==> config.mk <==
export PLATFORM = sky130hd
export DESIGN_NAME = sec_ksa_iter
export DESIGN_NICKNAME = d
export VERILOG_FILES = /design/src/rtl/sec_pkg.sv /design/src/rtl/sec_and_dom.sv /design/src/rtl/sec_ksa_iter.sv
export SDC_FILE = /design/constraint.sdc
export NUM_CORES = 2
export LEC_CHECK = 0
export CAP_MARGIN = 20
export CORE_MARGIN = 5
export CORE_UTILIZATION = 60
export CTS_CLUSTER_SIZE = 10
export DETAILED_ROUTE_END_ITERATION = 8
export PLACE_DENSITY = 0.89
export SYNTH_ARGS = -nofsm -noshare
export SYNTH_HDL_FRONTEND = slang
export SYNTH_HIERARCHICAL = 1
export SYNTH_SLANG_ARGS = --single-unit
==> constraint.sdc <==
create_clock -name clk -period 26.4 [get_ports clk]
set_input_delay 3.96 -clock clk [delete_from_list [all_inputs] [get_ports clk]]
set_output_delay 3.96 -clock clk [all_outputs]
set_load 0.01 [all_outputs]
==> src/rtl/sec_pkg.sv <==
// Shared types and helpers for the iterative masked Kogge-Stone adder.
// Latency: n/a (types, constants and pure functions only).
// Backpressure: n/a.
//
// Contents: FSM state enum, width helpers for the shared operands and the
// randomness bus, and a share-local zero-filling left shift.
package sec_pkg;

  typedef enum logic [1:0] {
    IDLE  = 2'd0,
    INIT  = 2'd1,
    ROUND = 2'd2,
    DONE  = 2'd3
  } state_t;

  // Widest single share the shift helper handles.
  localparam int KMAX = 256;

  function automatic int mask_width(input int k, input int n);
    return k * n;
  endfunction

  function automatic int rnd_width(input int k, input int n);
    return k * n * (n - 1);
  endfunction

  function automatic int log_k(input int k);
    return $clog2(k);
  endfunction

  // Left shift of one k-bit share by d, zero-filled; bits shifted past
  // bit k-1 are dropped so nothing leaks into a neighbouring share.
  function automatic logic [KMAX-1:0] shl_share(input logic [KMAX-1:0] v,
                                                input int k, input int d);
    logic [KMAX-1:0] r;
    r = v << d;
    for (int i = 0; i < KMAX; i++) begin
      if (i >= k) r[i] = 1'b0;
    end
    return r;
  endfunction

endpackage

==> src/rtl/sec_and_dom.sv <==
// Domain-oriented masked AND of two Boolean-shared operands (q = a & b).
// Latency: 1 cycle; q is a share-local XOR of terms registered when en is high.
// Backpressure: none; en low holds the registered terms, clr zeroes them.
//
// Ports: clk, rst (async, active high), en, clr, a/b (shared operands,
// share i at [i*K_WIDTH +: K_WIDTH]), rnd (one K_WIDTH slice per share pair),
// q (shared product).
module sec_and_dom #(
  parameter int K_WIDTH  = 32,
  parameter int N_SHARES = 3,
  localparam int MW = K_WIDTH * N_SHARES,
  localparam int RW = K_WIDTH * N_SHARES * (N_SHARES - 1) / 2
) (
  input  logic          clk,
  input  logic          rst,
  input  logic          en,
  input  logic          clr,
  input  logic [MW-1:0] a,
  input  logic [MW-1:0] b,
  input  logic [RW-1:0] rnd,
  output logic [MW-1:0] q
);

  // Index of the random slice shared by domains i and j (i != j).
  function automatic int pair_idx(input int i, input int j);
    int lo, hi;
    lo = (i < j) ? i : j;
    hi = (i < j) ? j : i;
    return lo * N_SHARES - (lo * (lo + 1)) / 2 + (hi - lo - 1);
  endfunction

  // t_r[i][j]: inner-domain product (i == j) or remasked cross-domain
  // product (i != j). The register stage separates the remasking from the
  // compression so glitches cannot combine unmasked cross terms.
  logic [K_WIDTH-1:0] t_r [N_SHARES][N_SHARES];

  always_ff @(posedge clk or posedge rst) begin
    if (rst) begin
      for (int i = 0; i < N_SHARES; i++)
        for (int j = 0; j < N_SHARES; j++)
          t_r[i][j] <= '0;
    end else if (clr) begin
      for (int i = 0; i < N_SHARES; i++)
        for (int j = 0; j < N_SHARES; j++)
          t_r[i][j] <= '0;
    end else if (en) begin
      for (int i = 0; i < N_SHARES; i++)
        for (int j = 0; j < N_SHARES; j++)
          if (i == j)
            t_r[i][j] <= a[i*K_WIDTH +: K_WIDTH] & b[i*K_WIDTH +: K_WIDTH];
          else
            t_r[i][j] <= (a[i*K_WIDTH +: K_WIDTH] & b[j*K_WIDTH +: K_WIDTH])
                         ^ rnd[pair_idx(i, j)*K_WIDTH +: K_WIDTH];
    end
  end

  // Compression stays inside domain i.
  always_comb begin
    q = '0;
    for (int i = 0; i < N_SHARES; i++)
      for (int j = 0; j < N_SHARES; j++)
        q[i*K_WIDTH +: K_WIDTH] = q[i*K_WIDTH +: K_WIDTH] ^ t_r[i][j];
  end

endmodule

==> src/rtl/sec_ksa_iter.sv <==
// Iterative masked Kogge-Stone adder: z = x + y mod 2^K_WIDTH, Boolean-shared.
// Latency: out_vld rises LOG_K+2 cycles after accept; one op per LOG_K+3 cycles.
// Backpressure: in_rdy only in IDLE; z/out_vld held in DONE until out_rdy.
//
// Ports: clk, rst (async, active high); in_vld/in_rdy with x, y (shared
// operands); rnd/rnd_req (fresh randomness, consumed while rnd_req is high);
// out_vld/out_rdy with z (shared sum); busy (FSM not idle).
// Build option SEC_KSA_SCRUB_EN: clear all data registers on DONE->IDLE.
module sec_ksa_iter
  import sec_pkg::*;
#(
  parameter int K_WIDTH   = 32,
  parameter int N_SHARES  = 3,
  parameter int MASKWIDTH = mask_width(K_WIDTH, N_SHARES),
  parameter int LOG_K     = log_k(K_WIDTH),
  parameter int RND_W     = rnd_width(K_WIDTH, N_SHARES)
) (
  input  logic                 clk,
  input  logic                 rst,
  input  logic                 in_vld,
  output logic                 in_rdy,
  input  logic [MASKWIDTH-1:0] x,
  input  logic [MASKWIDTH-1:0] y,
  input  logic [RND_W-1:0]     rnd,
  output logic                 rnd_req,
  output logic                 out_vld,
  input  logic                 out_rdy,
  output logic [MASKWIDTH-1:0] z,
  output logic                 busy
);

`ifdef SEC_KSA_SCRUB_EN
  localparam bit SCRUB_EN = 1'b1;
`else
  localparam bit SCRUB_EN = 1'b0;
`endif

  localparam int JW   = (LOG_K > 1) ? $clog2(LOG_K) : 1;
  localparam int RW_H = RND_W / 2;

  function automatic logic [MASKWIDTH-1:0] shl_shares(input logic [MASKWIDTH-1:0] v,
                                                      input int d);
    logic [MASKWIDTH-1:0] r;
    logic [KMAX-1:0]      t;
    r = '0;
    for (int s = 0; s < N_SHARES; s++) begin
      t = shl_share(KMAX'(v[s*K_WIDTH +: K_WIDTH]), K_WIDTH, d);
      r[s*K_WIDTH +: K_WIDTH] = t[K_WIDTH-1:0];
    end
    return r;
  endfunction

  state_t               state, state_nxt;
  logic [JW-1:0]        j_r;
  logic [MASKWIDTH-1:0] xr, yr, p0_r, p_r, g_r;
  logic [MASKWIDTH-1:0] a_q, b_q, g_cur, p_cur;
  logic [MASKWIDTH-1:0] a_in0, a_in1, b_in1;
  logic                 a_en, b_en, scrub, last_round;
  int                   shift_d;

  assign last_round = (j_r == JW'(LOG_K - 1));
  assign scrub      = SCRUB_EN && (state == DONE) && out_rdy;

  // ---------------- FSM: state register ----------------
  always_ff @(posedge clk or posedge rst) begin
    if (rst) state <= IDLE;
    else     state <= state_nxt;
  end

  // ---------------- FSM: next state ----------------
  always_comb begin
    state_nxt = state;
    case (state)
      IDLE:    if (in_vld) state_nxt = INIT;
      INIT:    state_nxt = ROUND;
      ROUND:   if (last_round) state_nxt = DONE;
      DONE:    if (out_rdy) state_nxt = IDLE;
      default: state_nxt = IDLE;
    endcase
  end

  // ---------------- FSM: outputs ----------------
  always_comb begin
    in_rdy  = (state == IDLE);
    busy    = (state != IDLE);
    out_vld = (state == DONE);
    rnd_req = (state == INIT) || (state == ROUND);
    a_en    = (state == INIT) || (state == ROUND);
    b_en    = (state == ROUND);
  end

  // Gadget outputs lag by one cycle, so the live generate vector is the
  // previous one XOR the freshly registered term, and the live propagate
  // vector is p_r only in round 0 and gadget B's output afterwards.
  // All XORs below pair share i with share i only.
  always_comb begin
    shift_d = 1 << j_r;
    g_cur   = g_r ^ a_q;
    p_cur   = (j_r == '0) ? p_r : b_q;
    if (state == INIT) begin
      a_in0 = xr;
      a_in1 = yr;
    end else begin
      a_in0 = p_cur;
      a_in1 = shl_shares(g_cur, shift_d);
    end
    b_in1 = shl_shares(p_cur, shift_d);
  end

  sec_and_dom #(.K_WIDTH(K_WIDTH), .N_SHARES(N_SHARES)) u_and_a (
    .clk (clk), .rst (rst), .en (a_en), .clr (scrub),
    .a (a_in0), .b (a_in1), .rnd (rnd[0 +: RW_H]), .q (a_q)
  );

  sec_and_dom #(.K_WIDTH(K_WIDTH), .N_SHARES(N_SHARES)) u_and_b (
    .clk (clk), .rst (rst), .en (b_en), .clr (scrub),
    .a (p_cur), .b (b_in1), .rnd (rnd[RW_H +: RW_H]), .q (b_q)
  );

  // ---------------- datapath registers ----------------
  always_ff @(posedge clk or posedge rst) begin
    if (rst) begin
      xr <= '0; yr <= '0; p0_r <= '0; p_r <= '0; g_r <= '0; j_r <= '0;
    end else begin
      case (state)
        IDLE: if (in_vld) begin
          xr   <= x;
          yr   <= y;
          p0_r <= x ^ y;
          p_r  <= x ^ y;
          j_r  <= '0;
        end
        INIT: begin
          g_r <= '0;
          j_r <= '0;
        end
        ROUND: begin
          g_r <= g_cur;
          j_r <= j_r + JW'(1);
        end
        DONE: if (scrub) begin
          xr <= '0; yr <= '0; p0_r <= '0; p_r <= '0; g_r <= '0;
        end
        default: ;
      endcase
    end
  end

  // Sum bit i = p0 bit i XOR carry into bit i; the final generate vector
  // is g_r ^ a_q, and the carry is that vector shifted up by one.
  assign z = p0_r ^ shl_shares(g_r ^ a_q, 1);

endmodule

# After elaboration in Yosys (flattened, before gate mapping)
# Index checks and enable logic that the tools add are counted.
# word_totals
reg_bits,965
in_bits,388
wordCells,103
# op_classes
addsub,1
n_eq_ne,7
shift,7
n_mux,10
bitwise_logic,45
n_reduce_logical,9
# op_table
operator,n
$xor A32 B32 Y32,24
$and A32 B32 Y32,18
$mux W96,3
$xor A96 B96 Y96,3
$pmux W96 S2,1
$shl A32 B32 Y32,6
$shl A1 B3 Y32 const A,1
$pmux W3 S3,1
$pmux W2 S4,1
$mux W2,3
$eq A2 B2 Y1 const B,2
$ne A2 B1 Y1 const B,2
$reduce_and A2 Y1,2
$reduce_bool A2 Y1,2
$add A3 B1 Y3 const B,1
$eq A3 B3 Y1 const B,1
$logic_not A3 Y1,1
$mux W3,1
$reduce_and A3 Y1,1
$reduce_bool A3 Y1,1
$eq A2 B1 Y1 const B,1
$logic_not A2 Y1,1
$ne A2 B2 Y1 const B,1
$logic_or A1 B1 Y1,1

# Logic depth before layout (Yosys ltp)
# depth
ltp_word,7
mapped_depth,17
mapped_depth_nobuf,10

# Modules after synthesis
# The synthesis kept the hierarchy.
# modules_own_cells
mod,instances,cells_per_inst,area_each_um2
sec_and_dom,2,1740,17685.7
sec_ksa_iter,1,3633,31453.9

# Least setup slack after synthesis
# Ideal clock, no wire load.
# synth_timing
path_type,input-to-reg
startpoint,input in_vld
endpoint,register yr[10]
arrival_ns,5.337
slack_ns,20.939
cell_stages,5
path_buffers,3
path_cell_list,nand2_1 > clkbuf_1 > clkbuf_1 > clkbuf_1 > mux2_2
# synth_between
elab_chain_len,1
# synth_lines
element,line,rtl
start: declaration,sec_ksa_iter.sv:20,"input logic in_vld,"
$reduce_and A2 Y1 (no line),-,
end signal: assignment,sec_ksa_iter.sv:128,yr <= y;
end: declaration,sec_ksa_iter.sv:55,"logic [MASKWIDTH-1:0] xr, yr, p0_r, p_r, g_r;"
# No other way between the ends.
# A chain may end at the register's enable or synchronous reset.

# Worst setup path after layout
# layout_timing
startpoint,register u_and_a/t_r[10] in the netlist's numbering
endpoint,output z[75]
# layout_between
elab_chain_len,3
# layout_lines
element,line,rtl
start: declaration,sec_and_dom.sv:35,logic [K_WIDTH-1:0] t_r [N_SHARES][N_SHARES];
start signal: indexed assignment,sec_and_dom.sv:50,t_r[i][j] <= a[i*K_WIDTH +: K_WIDTH] & b[i*K_WIDTH +: K_WIDTH];
start signal: indexed assignment,sec_and_dom.sv:52,t_r[i][j] <= (a[i*K_WIDTH +: K_WIDTH] & b[j*K_WIDTH +: K_WIDTH])
$xor A32 B32 Y32,sec_and_dom.sv:62,q[i*K_WIDTH +: K_WIDTH] = q[i*K_WIDTH +: K_WIDTH] ^ t_r[i][j];
net a_q[74],sec_ksa_iter.sv:56,"logic [MASKWIDTH-1:0] a_q, b_q, g_cur, p_cur;"
$xor A96 B96 Y96 (2 in series),sec_ksa_iter.sv:151,"assign z = p0_r ^ shl_shares(g_r ^ a_q, 1);"
end: declaration,sec_ksa_iter.sv:28,"output logic [MASKWIDTH-1:0] z,"
# The timed path passes the listed nets, and every way through them passes these cells.

==> impl_metrics.toml <==
[global_route]
grt_overflow_total = 0
gr-usage-all-layers = 0.456
antenna_found_initial = 14
grt_use_met1 = 0.603
met2_usage = 0.635
grt_pass1_wl_mm = 391
grt_pass1_vias = 58334
top_usage_layer = "met2"
use_met3 = 0.163
grt_max_degree = 315

[routing]
num_vias = 61347
wirelength_mm = 275
drcViolationCount = 0
wire_per_inst_um = 32.1
ant_nets = 0
first_pass_iters = 9
routed_via_density = 7.17
drt_iter0_markers = 10097

[cells_and_area]
drive_gt1_frac = 0.139
area_delta_synth_final_pct = 12.1
nNetsFinal = 7505

[timing]
slew_headroom = 0.0884
period_minus_slack_ns = 7.73
fin_worst_skew_ns = 0.0438
grt_setup_unrepaired = "false"
tns_ns = 0
final_max_slew_viol_count = 0
hold_violations = 0
postLayoutSetupSlackWorst_ns = 18.67
worst_pin_slew_ns = 1.35
setup-violations-final = 0
fmax_mhz = 129
fin_crit_sh = 0.293

[die]
die_h_um = 339
pin_count = 488
die_area_sq_um = 115000
start_util = 0.605
die_w_um = 339
rows = 120
core_sq_um = 107000

[clocking]
path_clk_slew_ns = 0.06
cts_resized = 0
tritoncts = "yes"
post_cts_buffers = 0
htreeDepth = 3
cts_root_buf = "clkbuf_16"
ctsHoldBuffers = 0
numCtsBuffers = 108
worstSkewPairLatency_ns = 0.75
clock_path_buffers = 3
cts_sinks = 938

[worst_setup_path]
worstPathRequired_ns = 22.44
start_kind = "flop"
rrSetupSlack_ns = 20.15
end_kind = "primary output"
ff2ff_path_depth = 12
crit_type = "reg2out"
worstPathArrival_ns = 3.77
crit_fanout = 4

[job]
cap_violations = 0

[yosys]
synth_cells = 6923
syn_area_sq_um = 65000
syn_avg_cell_area_sq_um = 9.39
synth_warnings = 6

[worst_hold_path]
holdPathStages = 1
hold_class = "reg2reg"

[place]
globalplace.congestion = 1.05
port_buffers = 481
place_hpwl_mm = 200
dp_slack_ns = 18.99

[status]
outcome = "finished, final reports clean"
metal layers:
layer,share of wire,vias to the layer above,wire length [um]
met3,0.15,1087,40000
met4,0.078,4,21500
met5,0.000084,-,23
met1,0.37,30068,101000
met2,0.41,4834,112000
li1,-,25354,-
registers in the layout, indices dropped and copies added, names as in the netlist:
register,cells
u_and_b/t_r,279
g_r,93
j_r,3
u_and_a/t_r,279
state,2
p_r,96
yr,93
xr,93
worst max-delay path: stages (launching register included):
cell	delay, ns
dfrtp_1	0.39
xnor2_1	0.14
xnor2_1	0.67
xnor2_1	0.45
xnor2_1	0.69
clkdlybuf4s50_1	0.68
path summary, 6_finish.rpt:
check,startpoint,end
max,u_and_a/t_r[10]$_DFFE_PP0P_,z[75]
min,xr[6]$_DFFE_PP0P_,xr[6]$_DFFE_PP0P_
max reg2reg,j_r[1]$_DFFE_PP0P_,u_and_a/t_r[108]$_DFFE_PP0P_
min reg2reg,xr[6]$_DFFE_PP0P_,xr[6]$_DFFE_PP0P_
max in group asynchronous,rst,g_r[3]$_DFFE_PP0P_
min in group asynchronous,rst,u_and_b/t_r[214]$_DFFE_PP0P_
area by class of cell:
cell class                 instances  area, sq um
antenna                            7         17.5
clock buffer                     132         2870
clock inverter                    13          171
fill                            8029        34500
inverter                          76          308
multi-input combinational       5399        38600
sequential                       938        23500
tap                             1403         1760
timing repair buffer             583         5670
layout by cell type (no fill, tap or decap), drive strengths merged, types with 219 or more instances in the layout:
cell type and n:
nand2 996, dfrtp 938, xnor2 652, nor2 554
clkdlybuf4s50 481, o21ai 377, a2111oi 374, and4 372
mux2 317, a21oi 269, mux2i 249, nand3 219
stage by stage:
step                utilization  cells  hold slack (ns)  instance area, sq um
floorplan                     -   6924            0.470                 65000
global placement          0.650   8393            0.480                 69700
detailed placement        0.650   8395            0.488                 69800
CTS                       0.678   8540            0.500                 72800
global route              0.679   8544            0.507                 72800
finish                    0.679   8551            0.502                 72900
Power is left out: the tool's default activity adds up to more than one toggle a clock period on the data nets, which glitch-free logic cannot reach.
